$ cat src/rtl/interrupt_controller.sv
// Eight-line edge-triggered interrupt controller: synchronizes raw IRQ lines, records rising edges
// as pending, and latches the highest-priority unmasked request into a vector for the sequencer.
module interrupt_controller #(
    parameter int SYNC_STAGES = 2
) (
    input  logic       clk,
    input  logic       _arst,
    input  logic [7:0] irq_in,
    input  logic [7:0] z_bus,
    input  logic       ctrl_irq_masks_wrt,
    input  logic       ctrl_int_vector_wrt,
    input  logic       ctrl_int_ack,
    input  logic       ctrl_clear_all_ints,
    output logic       int_pending,
    output logic [7:0] int_vector,
    output logic [7:0] irq_masks,
    output logic [7:0] irq_pending,
    output logic       in_service
);

    typedef enum logic {
        ST_IDLE    = 1'b0,
        ST_LATCHED = 1'b1
    } state_t;

    state_t     r_state;
    state_t     w_state_nxt;
    logic [7:0] r_sync [SYNC_STAGES];
    logic [7:0] r_edge_prev;
    logic [7:0] r_pending;
    logic [7:0] r_masks;
    logic [2:0] r_irq_num;
    logic [7:0] w_rise;
    logic [7:0] w_active;
    logic [7:0] w_pending_nxt;
    logic [2:0] w_prio_idx;
    logic       w_latch;
    logic       w_ack_fire;

    always_ff @(posedge clk or negedge _arst) begin
        if (!_arst) begin
            for (int k = 0; k < SYNC_STAGES; k++) begin
                r_sync[k] <= '0;
            end
            r_edge_prev <= '0;
        end else begin
            r_sync[0] <= irq_in;
            for (int k = 1; k < SYNC_STAGES; k++) begin
                r_sync[k] <= r_sync[k-1];
            end
            r_edge_prev <= r_sync[SYNC_STAGES-1];
        end
    end

    // Edge flop resets to 0, so a line already high at reset release counts as a new edge.
    assign w_rise   = r_sync[SYNC_STAGES-1] & ~r_edge_prev;
    assign w_active = r_pending & r_masks;

    always_comb begin
        w_prio_idx = '0;
        for (int i = 7; i >= 0; i--) begin
            if (w_active[i]) begin
                w_prio_idx = 3'(i);
            end
        end
    end

    always_ff @(posedge clk or negedge _arst) begin
        if (!_arst) begin
            r_state <= ST_IDLE;
        end else begin
            r_state <= w_state_nxt;
        end
    end

    always_comb begin
        w_state_nxt = r_state;
        w_latch     = 1'b0;
        w_ack_fire  = 1'b0;
        case (r_state)
            ST_IDLE: begin
                if (!ctrl_int_vector_wrt && (|w_active)) begin
                    w_latch     = 1'b1;
                    w_state_nxt = ST_LATCHED;
                end
            end
            ST_LATCHED: begin
                if (ctrl_int_ack) begin
                    w_ack_fire  = 1'b1;
                    w_state_nxt = ST_IDLE;
                end
            end
            default: w_state_nxt = ST_IDLE;
        endcase
        if (ctrl_clear_all_ints) begin
            w_latch     = 1'b0;
            w_ack_fire  = 1'b0;
            w_state_nxt = ST_IDLE;
        end
    end

    // A new edge on the acknowledged line wins over the ack; clear-all wins over everything.
    always_comb begin
        w_pending_nxt = r_pending;
        if (w_ack_fire) begin
            w_pending_nxt[r_irq_num] = 1'b0;
        end
        w_pending_nxt = w_pending_nxt | w_rise;
        if (ctrl_clear_all_ints) begin
            w_pending_nxt = '0;
        end
    end

    always_ff @(posedge clk or negedge _arst) begin
        if (!_arst) begin
            r_pending <= '0;
            r_masks   <= '0;
            r_irq_num <= '0;
        end else begin
            r_pending <= w_pending_nxt;
            if (!ctrl_irq_masks_wrt) begin
                r_masks <= z_bus;
            end
            if (w_latch) begin
                r_irq_num <= w_prio_idx;
            end
        end
    end

    assign int_pending = (r_state == ST_IDLE) && (|w_active);
    assign int_vector  = {3'b000, r_irq_num, 2'b00};
    assign irq_masks   = r_masks;
    assign irq_pending = r_pending;
    assign in_service  = (r_state == ST_LATCHED);

endmodule

$ cat config.mk
export PLATFORM = sky130hd
export DESIGN_NAME = interrupt_controller
export DESIGN_NICKNAME = d
export VERILOG_FILES = /design/src/rtl/interrupt_controller.sv
export SDC_FILE = /design/constraint.sdc
export NUM_CORES = 1
export LEC_CHECK = 0
export CORE_ASPECT_RATIO = 1.25
export CORE_MARGIN = 4
export CORE_UTILIZATION = 25
export DETAILED_ROUTE_END_ITERATION = 8
export PLACE_DENSITY = 0.6
export SLEW_MARGIN = 0
export SYNTH_ARGS = -nofsm -noshare
export SYNTH_HDL_FRONTEND = slang
export SYNTH_SLANG_ARGS = --single-unit
export TNS_END_PERCENT = 20
$ cat constraint.sdc
create_clock -name clk -period 1.6 [get_ports clk]
set_input_delay 0.16 -clock clk [delete_from_list [all_inputs] [get_ports clk]]
set_output_delay 0.16 -clock clk [all_outputs]
set_load 0.05 [all_outputs]
==> results.ini, run 1 <==
[synthesis]
synthFlopType=dfrtp_1
ys_top_cells_by_count=dfrtp_1, a21oi_1, nand2b_1
synth_top_family_by_area=compound AO/OA/AOI/OAI gates
synth_top_cell_by_area=dfrtp_1
synth_seq_cells=44
ys_warn_count=0
synth_edf_count=0
postSynthAreaPerCell_sq_um=13.9
synthXorXnorAreaFrac_pct=0
syn_inst=115
synth_area_sq_um=1600
synth-async-reset-ratio_pct=100
synth.most_common_cell=dfrtp_1
synth_cell_type_count=22
synth_area_leaders=dfrtp_1, mux2_2, nand2b_1, a21oi_1, a22oi_1
synthSimpleGateAreaFrac_pct=9.10
seq_area_frac_synth_pct=69.0
synth_top_area_share_pct=69.0
synthMuxAreaShare_pct=6.59
synth_fa_ha_area_share_pct=0
synth_compound_area_share_pct=11.3

[route]
wl_um=3450
route.met3.wl_um=259
wl_met2_um=1810
drc=0
drt-initial-drc-count=65
top_layer=met4
vias=1084
drt-met1-wl_um=1330
drtPass1Iterations=4
vias_per_cell=4.03
ant_nets=0
drt-wirelength-per-cell_um=12.8

[critical_path]
worstSetupEndpointType=output pin
worstPathMaxFanout=2
arrival_ns=1.37
reg2reg_from=irq_pending[6]
crit_family=flip-flops
crit_chain=a22oi_2 -> and4_4 -> nor2_2 -> buf_6
crit_start=irq_pending[7]
cpPeakStageDelay_ns=0.40
critPathRequiredTime_ns=1.44
path_buf_inv=1
path_class=flip-flop to output pin
crit_path_top_delay_cell=dfrtp_1
start_kind=flip-flop

[pwr]
combPwrFrac_pct=25.6
p_sw_share_pct=30.8
leakage_nw=1.06
ir_drop_mv=0.549
p_per_area_nw_per_um2=1230
switchingPower_w=0.000896
power.share.sequential_pct=44.6
internal-power_w=0.00201
clkPwrFrac_pct=29.8

[timing]
period_needed_ns=1.53
finalCritPeriodShare_pct=95.7
clock_skew_ns=0.00852
max_freq_ghz=0.653
rsz0062_at_grt=true
setup-violations-final=0
slew_viol_final=0
hold_viol=0

[place]
dp_hpwl_um=2610
io_buffers=42
place_area_sq_um=2170
place.gp.congestion=0.851

[final_layout]
finish.instance_area_sq_um=2360
utilization_pct=38.0
diodes=0
drive_above_1_share_pct=39.1
area_growth_pct=48.0
nets=205
n_fill_cell=597

[clock_network]
clkLatencyLatePin_ns=0.29
cts_sinks=44
cts_tree=built
htree_levels=2
clk_pin_slew_worst_paths_ns=0.08
root_buffer=clkbuf_8
numCtsBuffers=5
clock_path_buffers=2

[status]
status=finished clean

[global_route]
grt_first_pass_wirelength_um=5540
track_usage_pct=9.49
grt_pass1_vias=1083
grt_max_degree=45
grt-ovfl-total=0
antenna_found_initial=0

[die]
die_h_um=97.3
io-pin-count=48
rows=32
fp.dieArea_sq_um=7730
core-area_sq_um=6210
initial_core_util_pct=25.7
die_width_um=79.5

[worst_hold_path]
min_path_type=input port to flip-flop
worstHoldStart=irq_in[3]

[job]
maxCapViolCount=0

-- per-layer routing --
layer	track usage (%)	vias to the layer above
met3	3.25	6
met2	16.1	41
met4	2.78	0
met1	11.2	509
li1	-	528
met5	0	-
-- power by group through the flow --
stage	Sequential (W)	Combinational [W]	Clock [W]
after floorplan	0.00153	0.000207	0
after global placement	0.00131	0.000716	0
after detailed placement	0.00131	0.000719	0
after CTS	0.00130	0.000733	0.000906
after global routing	0.00132	0.000793	0.000961
final	0.00130	0.000744	0.000867
-- metrics by stage --
stage | hold slack [ns] | power [W] | TNS (ns) | setup WS (ns) | instances
finish | 0.301 | 0.00291 | 0 | 0.0692 | 269
global route | 0.274 | 0.00307 | -0.00243 | -0.00243 | 269
CTS | 0.290 | 0.00294 | 0 | 0.000186 | 266
detailed placement | 0.156 | 0.00203 | 0 | 0.0356 | 255
global placement | 0.153 | 0.00203 | 0 | 0.0547 | 255
floorplan | -0.136 | 0.00174 | -0.132 | -0.0714 | 119
-- worst reg2reg max path, cell delays in order (launching register included) --
cell,delay (ns)
dfrtp_1,0.40
buf_4,0.15
nand2_1,0.05
a32o_1,0.28
a32o_1,0.26
mux2_4,0.26
-- cell usage in the layout, fill, tap and decap left out, types with 2 or more instances in the layout --
cell type,Yosys,final
mux2_2,8,8
dfrtp_2,0,3
nand2_1,7,7
conb_1,1,5
o21ai_1,3,3
nand2b_1,10,10
inv_1,2,2
dfrtp_1,44,41
o31ai_1,2,2
buf_4,5,40
a21oi_1,10,10
a22oi_2,0,4
a32o_1,3,3
o21ai_0,5,5
clkdlybuf4s50_1,0,20
clkbuf_8,0,6
a22oi_1,6,2
-- layout make-up --
class / count / area (sq um) / share of cell area [%]
Multi-Input combinational cell: 66 / 474 / 20.1
Tap cell: 85 / 106 / 4.50
Timing Repair Buffer: 64 / 547 / 23.2
Inverter: 2 / 7.51 / 0.318
Clock inverter: 2 / 38.8 / 1.64
Sequential cell: 44 / 1100 / 46.8
Clock buffer: 6 / 82.6 / 3.50
-- flip-flops by register name, indices dropped and copies added (netlist names) --
signal	count
irq_masks	8
in_service	1
irq_pending	8
r_sync	16
r_irq_num	3
r_edge_prev	8
-- logic make-up (layout without fill, tap and decap cells) --
| group | count (synthesis) | count (layout) |
|---|---|---|
| flops | 44 | 44 |
| simple gates | 23 | 23 |
| buf+inv | 9 | 74 |
| compound gates | 29 | 29 |
| mux | 9 | 9 |
| other cells | 1 | 5 |
-- final timing paths --
check,slack (ns),to,cells after the start
max reg2reg,0.09,r_irq_num[0],5
max,0.07,int_pending,4
min,0.30,r_sync[11],1
max in group asynchronous,1.01,irq_masks[2],3
min reg2reg,0.35,r_sync[7],0
min in group asynchronous,0.37,r_sync[10],3
-- repair_timing --
action | in CTS | in global routing
endpoints found under the setup margin | 1 | 1
hold endpoints to repair | 44 | 0
setup buffers | 2 | 3
hold buffers | 1 | 0
gates resized for setup | 3 | 3
pin swaps | 2 | 4
Power figures use the tool's default switching activity.
==> inputs of run 2 (changes only) <==
SKIP_CTS_REPAIR_TIMING = 1   (was default)
==> run 2 against run 1 <==
Compared with the run above:
- count of clock-buffer cells in the layout unchanged
- fmax down 0.16%
- register-to-register slack better by 0.06 ns
- critical path depth unchanged
- core utilization about the same
- critical endpoint unchanged
==> results.ini, run 2 (synthesis results as in run 1) <==
[pwr]
p_per_area_nw_per_um2=1230
p_total_w=0.00291
ir_drop_mv=0.547
leakage_nw=1.06

[global_route]
track_usage_pct=9.34
grt_first_pass_wirelength_um=5450
antenna_found_initial=0
grt-ovfl-total=0
grt_pass1_vias=1057
grt_max_degree=45

[critical_path]
critPathRequiredTime_ns=1.44
path_class=flip-flop to output pin
rrSetupSlack_ns=0.15
cp_num_cells=4
r2r_cells=4
reg2reg_from=irq_pending[7]
crit_chain=a22oi_2 -> and4_4 -> nor2_2 -> buf_6
path_buf_inv=1
cpPeakStageDelay_ns=0.40
worstPathMaxFanout=2
crit_path_top_delay_cell=dfrtp_1
arrival_ns=1.37
worstSetupEndpointType=output pin
r2r_end=r_irq_num[0]
crit_family=flip-flops
start_kind=flip-flop
critPathCapture=int_pending
crit_start=irq_pending[7]

[timing]
finalCritPeriodShare_pct=95.8
period_needed_ns=1.53
hold_viol=0
layout_setup_ws_ns=0.0668
slew_viol_final=0
max_freq_ghz=0.652
whs_ns=0.301
setup-violations-final=0
clock_skew_ns=0.00868

[route]
wl_um=3430
drt-initial-drc-count=78
drtPass1Iterations=4
drc=0
drt-wirelength-per-cell_um=12.8
vias_per_cell=4.09
vias=1101
ant_nets=0

[die]
die_width_um=79.5
core-area_sq_um=6210
die_h_um=97.3
io-pin-count=48
fp.dieArea_sq_um=7730
rows=32
initial_core_util_pct=25.7

[clock_network]
cts_tree=built
clock_path_buffers=2
cts_sinks=44
root_buffer=clkbuf_8
htree_levels=2
clk_pin_slew_worst_paths_ns=0.08
clkLatencyLatePin_ns=0.29
numCtsBuffers=5

[place]
io_buffers=42
dp_cells=255
dp_hpwl_um=2610
place.gp.congestion=0.851
place_ws_ns=0.0356

[final_layout]
drive_above_1_share_pct=39.7
area_growth_pct=48.1
final_cell_mix=dfrtp_1, buf_4, clkdlybuf4s50_1, nand2b_1, a21oi_1
largest_reg_flops=16
nets=205
regMostFlops=r_sync
layout.cells.non_filler=269
n_fill_cell=596
diodes=0

[worst_hold_path]
min_path_type=input port to flip-flop

[job]
maxCapViolCount=0

[status]
status=finished clean

-- run 2: cell counts in the layout (fill, tap and decap cells not counted) --
Identical to the previous run, type by type.
-- run 2: report_power, final --
group | leakage, nW | total (W) | internal, W | switching [W]
Sequential | 0.522 | 0.00130 | 0.00121 | 0.0000888
Clock | 0.0614 | 0.000868 | 0.000510 | 0.000358
Combinational | 0.473 | 0.000745 | 0.000294 | 0.000451
-- run 2: cell type report --
class	instances	area (sq um)	share of cell area, %
flip-flops and latches	44	1110	46.8
repair buffers	64	547	23.1
multi-input cells	66	474	20.1
well taps	85	106	4.50
clock buffers	6	82.6	3.50
clock inverters	2	38.8	1.64
inverters	2	7.51	0.318
-- run 2: worst min path at each step --
stage | from | to | slack, ns | cells past startpoint
2_1_floorplan | _arst | in_service | -0.14 | 0
3_3_place_gp | _arst | r_sync[15] | 0.15 | 2
3_5_place_dp | _arst | r_sync[15] | 0.16 | 2
4_1_cts | _arst | irq_pending[3] | -0.17 | 2
5_1_grt | irq_in[0] | r_sync[8] | 0.27 | 1
6_report | irq_in[3] | r_sync[11] | 0.30 | 1
-- run 2: stage by stage --
step / area, sq um / utilization, % / setup TNS, ns
global route: 2360 / 38.1 / -0.00876
floorplan: 1620 / - / -0.132
global placement: 2170 / 34.9 / 0
CTS: 2290 / 36.9 / -0.105
finish: 2360 / 38.1 / 0
detailed placement: 2170 / 34.9 / 0
-- run 2: worst register-to-register path: stages, from the launching register on --
cell and delay [ns]:
dfrtp_1 0.40, buf_4 0.15, a32o_1 0.27, a32o_1 0.27
mux2_4 0.26
-- run 2: per-layer routing --
metal / share of wire [%] / routed length [um] / GRT usage (%)
met2: 52 / 1780 / 15.7
met4: 1.4 / 48 / 2.78
met3: 7.6 / 262 / 3.25
met1: 39 / 1340 / 11.1
met5: 0 / 0 / 0
